File: config.mk
export PLATFORM = sky130hd
export DESIGN_NAME = button_scan_controller_flat
export DESIGN_NICKNAME = d
export VERILOG_FILES = /design/src/rtl/button_scan_controller_pkg.sv /design/src/rtl/button_scan_controller_if.sv /design/src/rtl/button_scan_controller_sync_edge.sv /design/src/rtl/button_scan_controller.sv /design/src/flat_wrapper.sv
export SDC_FILE = /design/constraint.sdc
export NUM_CORES = 1
export LEC_CHECK = 0
export BUFFER_PORTS_ARGS = -buffer_cell sky130_fd_sc_hd__buf_2
export CORE_AREA = 8 8 86 88
export DETAILED_ROUTE_END_ITERATION = 10
export DIE_AREA = 0 0 94 96
export GPL_TIMING_DRIVEN = 0
export PLACE_DENSITY_LB_ADDON = 0.25
export RECOVER_POWER = 25
export SYNTH_ARGS = -nofsm -noshare
export SYNTH_HDL_FRONTEND = slang
export SYNTH_SLANG_ARGS = --single-unit
File: constraint.sdc
create_clock -name CLK -period 1.57 [get_ports CLK]
set_input_delay 0.314 -clock CLK [delete_from_list [all_inputs] [get_ports CLK]]
set_output_delay 0.314 -clock CLK [all_outputs]
set_load 0.01 [all_outputs]
File: src/rtl/button_scan_controller_pkg.sv
// Shared definitions for the button scan controller: FSM encoding and default sizing.
package button_scan_controller_pkg;

    typedef enum logic [1:0] {
        IDLE   = 2'd0,
        EVAL   = 2'd1,
        COMMIT = 2'd2
    } state_t;

    localparam int DEF_N_BTN        = 5;
    localparam int DEF_STABLE_TICKS = 4;

endpackage

File: src/rtl/button_scan_controller_if.sv
// Button bus between the timer control logic (master) and the scan controller (slave).
interface button_scan_controller_if #(
    parameter int N_BTN = 5,
    parameter int IDX_W = 3
);
    logic             DIV_CLK;
    logic             ENABLE;
    logic [N_BTN-1:0] IN;
    logic [N_BTN-1:0] STABLE;
    logic [N_BTN-1:0] PRESS;
    logic [N_BTN-1:0] RELEASE;
    logic [N_BTN-1:0] TOGGLE;
    logic [IDX_W-1:0] SCAN_IDX;
    logic             OVERRUN;

    modport master (
        output DIV_CLK, ENABLE, IN,
        input  STABLE, PRESS, RELEASE, TOGGLE, SCAN_IDX, OVERRUN
    );

    modport slave (
        input  DIV_CLK, ENABLE, IN,
        output STABLE, PRESS, RELEASE, TOGGLE, SCAN_IDX, OVERRUN
    );
endinterface

File: src/rtl/button_scan_controller_sync_edge.sv
// Two-flop synchroniser for a slow level, plus a one-clock pulse on its rising edge.
module button_scan_controller_sync_edge (
    input  logic clk,
    input  logic rst,
    input  logic d,
    output logic rise
);
    // sh[1] is the synchronised level, sh[2] its previous value
    logic [2:0] sh;

    always_ff @(posedge clk) begin
        if (rst) sh <= '0;
        else     sh <= {sh[1:0], d};
    end

    assign rise = sh[1] & ~sh[2];
endmodule

File: src/rtl/button_scan_controller.sv
// Round-robin debounce scheduler: one shared sample/compare/count datapath serves all buttons.
module button_scan_controller
    import button_scan_controller_pkg::*;
#(
    parameter int N_BTN        = DEF_N_BTN,
    parameter int STABLE_TICKS = DEF_STABLE_TICKS,
    parameter int CNT_W        = 4,
    parameter int IDX_W        = 3
) (
    input logic CLK,
    input logic RESET,
    button_scan_controller_if.slave bus
);
    logic [N_BTN-1:0]            in_m, in_s;
    logic                        tick, tick_en;
    state_t                      state;
    logic                        pending, overrun_q;
    logic [N_BTN-1:0][CNT_W-1:0] cnt;
    logic [N_BTN-1:0]            stable_q, press_q, release_q, toggle_q;
    logic [IDX_W-1:0]            idx;
    logic                        b_w, s_w;
    logic [CNT_W-1:0]            c_w;

    button_scan_controller_sync_edge u_div_sync (
        .clk  (CLK),
        .rst  (RESET),
        .d    (bus.DIV_CLK),
        .rise (tick)
    );

    always_ff @(posedge CLK) begin
        if (RESET) begin
            in_m <= '0;
            in_s <= '0;
        end else begin
            in_m <= bus.IN;
            in_s <= in_m;
        end
    end

    assign tick_en = tick & bus.ENABLE;

    always_ff @(posedge CLK) begin
        if (RESET) begin
            state     <= IDLE;
            pending   <= 1'b0;
            overrun_q <= 1'b0;
            cnt       <= '0;
            stable_q  <= '0;
            press_q   <= '0;
            release_q <= '0;
            toggle_q  <= '0;
            idx       <= '0;
            b_w       <= 1'b0;
            s_w       <= 1'b0;
            c_w       <= '0;
        end else begin
            press_q   <= '0;
            release_q <= '0;
            case (state)
                IDLE: begin
                    // a fresh tick colliding with a queued one has nowhere to go
                    if (bus.ENABLE && (tick || pending)) begin
                        state   <= EVAL;
                        pending <= 1'b0;
                        if (tick && pending) overrun_q <= 1'b1;
                    end
                end
                EVAL: begin
                    b_w   <= in_s[idx];
                    s_w   <= stable_q[idx];
                    c_w   <= cnt[idx];
                    state <= COMMIT;
                    if (tick_en) begin
                        if (pending) overrun_q <= 1'b1;
                        pending <= 1'b1;
                    end
                end
                COMMIT: begin
                    if (b_w == s_w) begin
                        cnt[idx] <= '0;
                    end else if (c_w < CNT_W'(STABLE_TICKS - 1)) begin
                        cnt[idx] <= c_w + 1'b1;
                    end else begin
                        cnt[idx]      <= '0;
                        stable_q[idx] <= b_w;
                        if (b_w) begin
                            press_q[idx]  <= 1'b1;
                            toggle_q[idx] <= ~toggle_q[idx];
                        end else begin
                            release_q[idx] <= 1'b1;
                        end
                    end
                    idx   <= (idx == IDX_W'(N_BTN - 1)) ? '0 : idx + 1'b1;
                    state <= IDLE;
                    if (tick_en) begin
                        if (pending) overrun_q <= 1'b1;
                        pending <= 1'b1;
                    end
                end
                default: state <= IDLE;
            endcase
        end
    end

    assign bus.STABLE   = stable_q;
    assign bus.PRESS    = press_q;
    assign bus.RELEASE  = release_q;
    assign bus.TOGGLE   = toggle_q;
    assign bus.SCAN_IDX = idx;
    assign bus.OVERRUN  = overrun_q;
endmodule
File: src/flat_wrapper.sv
// flat-port wrapper written by rule: the top's interface ports become plain ports
module button_scan_controller_flat import button_scan_controller_pkg::*;
#(
    parameter int N_BTN        = DEF_N_BTN,
    parameter int STABLE_TICKS = DEF_STABLE_TICKS,
    parameter int CNT_W        = 4,
    parameter int IDX_W        = 3
)
  (CLK, RESET, bus_DIV_CLK, bus_ENABLE, bus_IN, bus_STABLE, bus_PRESS, bus_RELEASE, bus_TOGGLE, bus_SCAN_IDX, bus_OVERRUN);
  button_scan_controller_if #(.N_BTN(N_BTN), .IDX_W(IDX_W)) bus_i ();
  input logic CLK;
  input logic RESET;
  input wire logic [$bits(bus_i.DIV_CLK)-1:0] bus_DIV_CLK;
  input wire logic [$bits(bus_i.ENABLE)-1:0] bus_ENABLE;
  input wire logic [$bits(bus_i.IN)-1:0] bus_IN;
  output wire logic [$bits(bus_i.STABLE)-1:0] bus_STABLE;
  output wire logic [$bits(bus_i.PRESS)-1:0] bus_PRESS;
  output wire logic [$bits(bus_i.RELEASE)-1:0] bus_RELEASE;
  output wire logic [$bits(bus_i.TOGGLE)-1:0] bus_TOGGLE;
  output wire logic [$bits(bus_i.SCAN_IDX)-1:0] bus_SCAN_IDX;
  output wire logic [$bits(bus_i.OVERRUN)-1:0] bus_OVERRUN;
  assign bus_i.DIV_CLK = bus_DIV_CLK;
  assign bus_i.ENABLE = bus_ENABLE;
  assign bus_i.IN = bus_IN;
  assign bus_STABLE = bus_i.STABLE;
  assign bus_PRESS = bus_i.PRESS;
  assign bus_RELEASE = bus_i.RELEASE;
  assign bus_TOGGLE = bus_i.TOGGLE;
  assign bus_SCAN_IDX = bus_i.SCAN_IDX;
  assign bus_OVERRUN = bus_i.OVERRUN;
  button_scan_controller #(.N_BTN(N_BTN), .STABLE_TICKS(STABLE_TICKS), .CNT_W(CNT_W), .IDX_W(IDX_W)) u_core (.CLK(CLK), .RESET(RESET), .bus(bus_i));
endmodule
==> impl.org <==
** Clock network
- TritonCTS created 9 clock buffers.
- Clock tree root buffer cell :: clkbuf_8
- The tree built by TritonCTS fans out to 66 sinks.
- CTS Buffer Depth :: 2
- Clock latency at the later pin of the worst-skew pair :: 0.34 ns
- TritonCTS built the clock tree.
- In this run the number of H-tree levels came out at 3.
- Worst-path clk slew :: 0.07 ns

** Synth
- Yosys mapped a number of flops with a built-in enable equal to 0.
- Number of synthesis warnings :: 0
- Number of register bits inferred by synthesis :: 66
- For this run, the leading register cell type out of synthesis is dfxtp_1.
- Post-synthesis instance area :: 0.00261 sq mm
- The number of nets in the synthesized netlist is 290.
- Share of flip-flops with an asynchronous set or reset :: 0%
- After technology mapping, the gate count stands at 273.
- Number of distinct library cell variants in the gate-level netlist after synthesis :: 40
- Summing the sequential cell areas from Yosys gives 50.6% of the chip area.
- Synth Area per Inst :: 9.57 sq um

** Job
- Across the run, the number of max-cap violations was 0.

** Layout
- ANT cells :: 0
- In the final design database the tool counted 342 nets.
- The library cells used most frequently in the layout, excluding fill and tap cells, are dfxtp_1 (60), buf_2 (33), nor2_1 (27).
- Most common library cell in the layout ignoring fill and taps :: dfxtp_1
- Post-route core utilization :: 54.4%
- The area growth from synthesis to layout is 26.9%.
- Filler cell count in the final layout :: 536
- The finished cells cover 0.00332 sq mm.
- Cells with a size suffix above 1 make up 31.5% of the layout.

** GRT
- The via count of the first global-routing pass was 2121.
- Global routing used 14.9% of the available tracks across all layers.
- Global-route wire length before repair :: 10.3 mm
- Antenna violations before repair :: 0
- Entering global routing, the biggest net connects 13 pins.
- The total overflow left after global routing is 0.

** Drt
- Antenna-violating nets left :: 0
- Summed over all layers, the routed wires come to 6.04 mm.
- Residual DRC :: 0
- Vias after detailed routing :: 2122
- Average via count per standard cell :: 5.21
- For this block, the initial DRC count from the detailed router was 155.
- Dividing the detail-routed wire length by the instance count gives 14.8 um.
- Number of optimization iterations in the first detailed-route pass :: 4

** Timing
- The worst pin sits at a relative slew slack of 60.1%.
- RSZ-0062 raised after global routing :: true
- Transition time of the tightest slew-check pin :: 0.599 ns
- Setup violations remaining at the end of the flow were counted as 0.
- For the finished layout, the period the worst path requires is 1.54 ns.
- Static timing analysis puts the maximum clock frequency at 0.648 GHz.
- Post-route clock period utilization :: 98.3%
- Adding up every negative setup slack in the final design gives 0 ns.
- The final number of max-transition violations was 0.
- Clock Skews :: 0.00767 ns
- Hold violation count in the final report :: 0
- Final hold slack :: 0.179 ns

** Power and ir drop
- Summed over all cells, the static leakage comes to 1.33 nW.
- VDD sags by at most 0.000497 V.
- Total Power Consumption :: 3.30 mW
- Power Dens Cells :: 996 mW/mm^2

** Setup path
- Kind of start point of the critical path :: flop
- R2R setup slack :: 0.03 ns
- The largest individual stage delay along the critical path comes from the cell or3_4.
- Data arrives at the worst endpoint at 1.75 ns.
- Worst r2r src :: u_core.state[0]
- Type of the worst setup path :: reg -> reg
- Reg2Reg Depth :: 7
- On the worst path, the slowest cell contributes a delay of 0.41 ns.
- The endpoint identified for the worst register-to-register timing path is u_core.bus.TOGGLE[4].
- In this design, the largest share of critical-path delay is due to simple AND/OR/NAND/NOR gates.
- Ordered cell list for the critical path :: inv_2, ha_4, nand3b_1, buf_6, or3_4, xor2_2, nor2_2
- Largest fanout on the critical path :: 4
- Worst EP required :: 1.78 ns
- CP Buf/Inv Count :: 2
- Crit path capture type :: flop

** Worst hold path
- The min-delay analysis places its worst path in the category in -> reg.
- The path with the worst hold slack has its endpoint at u_core.in_m[2].
- Hold path depth :: 2
- Min-Delay Startpoint :: bus_IN[2]

** Floorplanning
- The floorplan has 29 rows.
- Core region area :: 0.00610 sq mm
- The die is 96 um tall.
- 33 I/O pins were placed.
- Die Area :: 0.00902 sq mm
- From left edge to right edge, the die measures 94 um.
- Once the floorplan was initialized, standard cells occupied 42.9% of the core.

** Placed design
- Quantity of I/O buffers inserted on ports :: 32
- Area after DPL :: 0.00288 sq mm
- Post-detailed-placement half-perimeter wirelength :: 4.08 mm
- Gpl congestion :: 0.806

** Outcome
- The flow ran to the end, and the final reports show no timing, DRC or antenna violations.
==> sequential cells by signal, indices dropped and copies added, names as in the netlist <==
name / cells
u_core.bus.RELEASE: 5
u_core.pending: 1
u_core.in_m: 5
u_core.state: 2
u_core.bus.SCAN_IDX: 3
u_core.bus.PRESS: 5
u_core.bus.TOGGLE: 5
u_core.in_s: 5
u_core.cnt: 20
u_core.u_div_sync.sh: 3
u_core.bus.STABLE: 5
u_core.s_w: 1
u_core.bus.OVERRUN: 1
u_core.c_w: 4
u_core.b_w: 1
==> Yosys cell counts (4+ instances only) <==
master | number | area [sq um]
a21oi_1 | 18 | 90.1
a22oi_1 | 6 | 45.0
and2_1 | 10 | 62.6
buf_2 | 4 | 20.0
clkbuf_1 | 10 | 37.5
dfxtp_1 | 66 | 1320
ha_1 | 8 | 100
inv_1 | 5 | 18.8
mux2i_1 | 12 | 120
nand2_1 | 17 | 63.8
nand3_1 | 6 | 30.0
nor2_1 | 28 | 105
nor2b_1 | 17 | 106
nor3_1 | 12 | 60.1
o21ai_0 | 10 | 50.1
o221a_2 | 4 | 45.0
o311ai_0 | 4 | 35.0
or3_1 | 5 | 31.3
==> cells by family (layout without fill, tap and decap cells) <==
kind of cell	after synthesis	in the layout	share of synthesized area, %
xor gates and xnor gates	4	4	1.34
muxes	14	14	5.46
AOI/OAI and AO/OA	49	49	12.5
adders and majority gates	8	8	3.83
buffers and inverters	21	78	3.49
and+or+nand+nor	111	111	22.8
DFF	66	66	50.6
==> routing by layer <==
metal	GRT usage [%]	up-vias	part of all wire, %
met5	0	-	0
met4	10.0	0	2.2
met3	3.51	14	5.9
met2	21.7	68	45
met1	19.1	989	47
li1	-	1051	-
==> final cells by class <==
type                       instances  area, sq um  share of cell area [%]
clock inverter                     6         66.3                    2.00
buffer                            12         77.6                    2.34
multi-input combinational        186         1330                    40.0
clock buffer                      10          138                    4.15
tap                               77         96.3                    2.90
sequential                        66         1340                    40.3
timing repair buffer              44          254                    7.66
inverter                           6         22.5                   0.679
==> worst max path at each step <==
stage / start / to / slack [ns] / depth (start not counted)
after floorplan: u_core.state[0] / u_core.bus.TOGGLE[2] / -0.006 / 7
after global placement: u_core.bus.SCAN_IDX[2] / u_core.cnt[8] / -0.29 / 5
after detailed placement: u_core.bus.SCAN_IDX[1] / u_core.cnt[9] / -0.29 / 5
after CTS: u_core.c_w[0] / u_core.cnt[4] / -0.005 / 5
after global routing: u_core.state[0] / u_core.bus.TOGGLE[4] / -0.04 / 7
final: u_core.state[0] / u_core.bus.TOGGLE[4] / 0.03 / 7
==> report_power, final <==
group,leakage (nW),total (mW),switching [mW],internal [mW]
registers,0.539,1.72,0.0176,1.70
clock network,0.0945,1.42,0.645,0.775
logic,0.692,0.168,0.0929,0.0748
total,1.33,3.30,0.756,2.55
==> per-stage QoR <==
step,cells,worst slack (ns)
2_1_floorplan,273,-0.00601
3_3_place_gp,382,-0.289
3_5_place_dp,382,-0.292
4_1_cts,409,-0.00451
5_1_grt,407,-0.0441
6_report,407,0.0261
==> what timing repair did <==
item                                    CTS  global route
buffers inserted                         12             0
pin swaps                                 7             6
hold buffers                              0             0
resized for setup                        25            19
endpoints found under the setup margin   35            36
cloned                                    0             0
(Power assumes the default switching activity.)
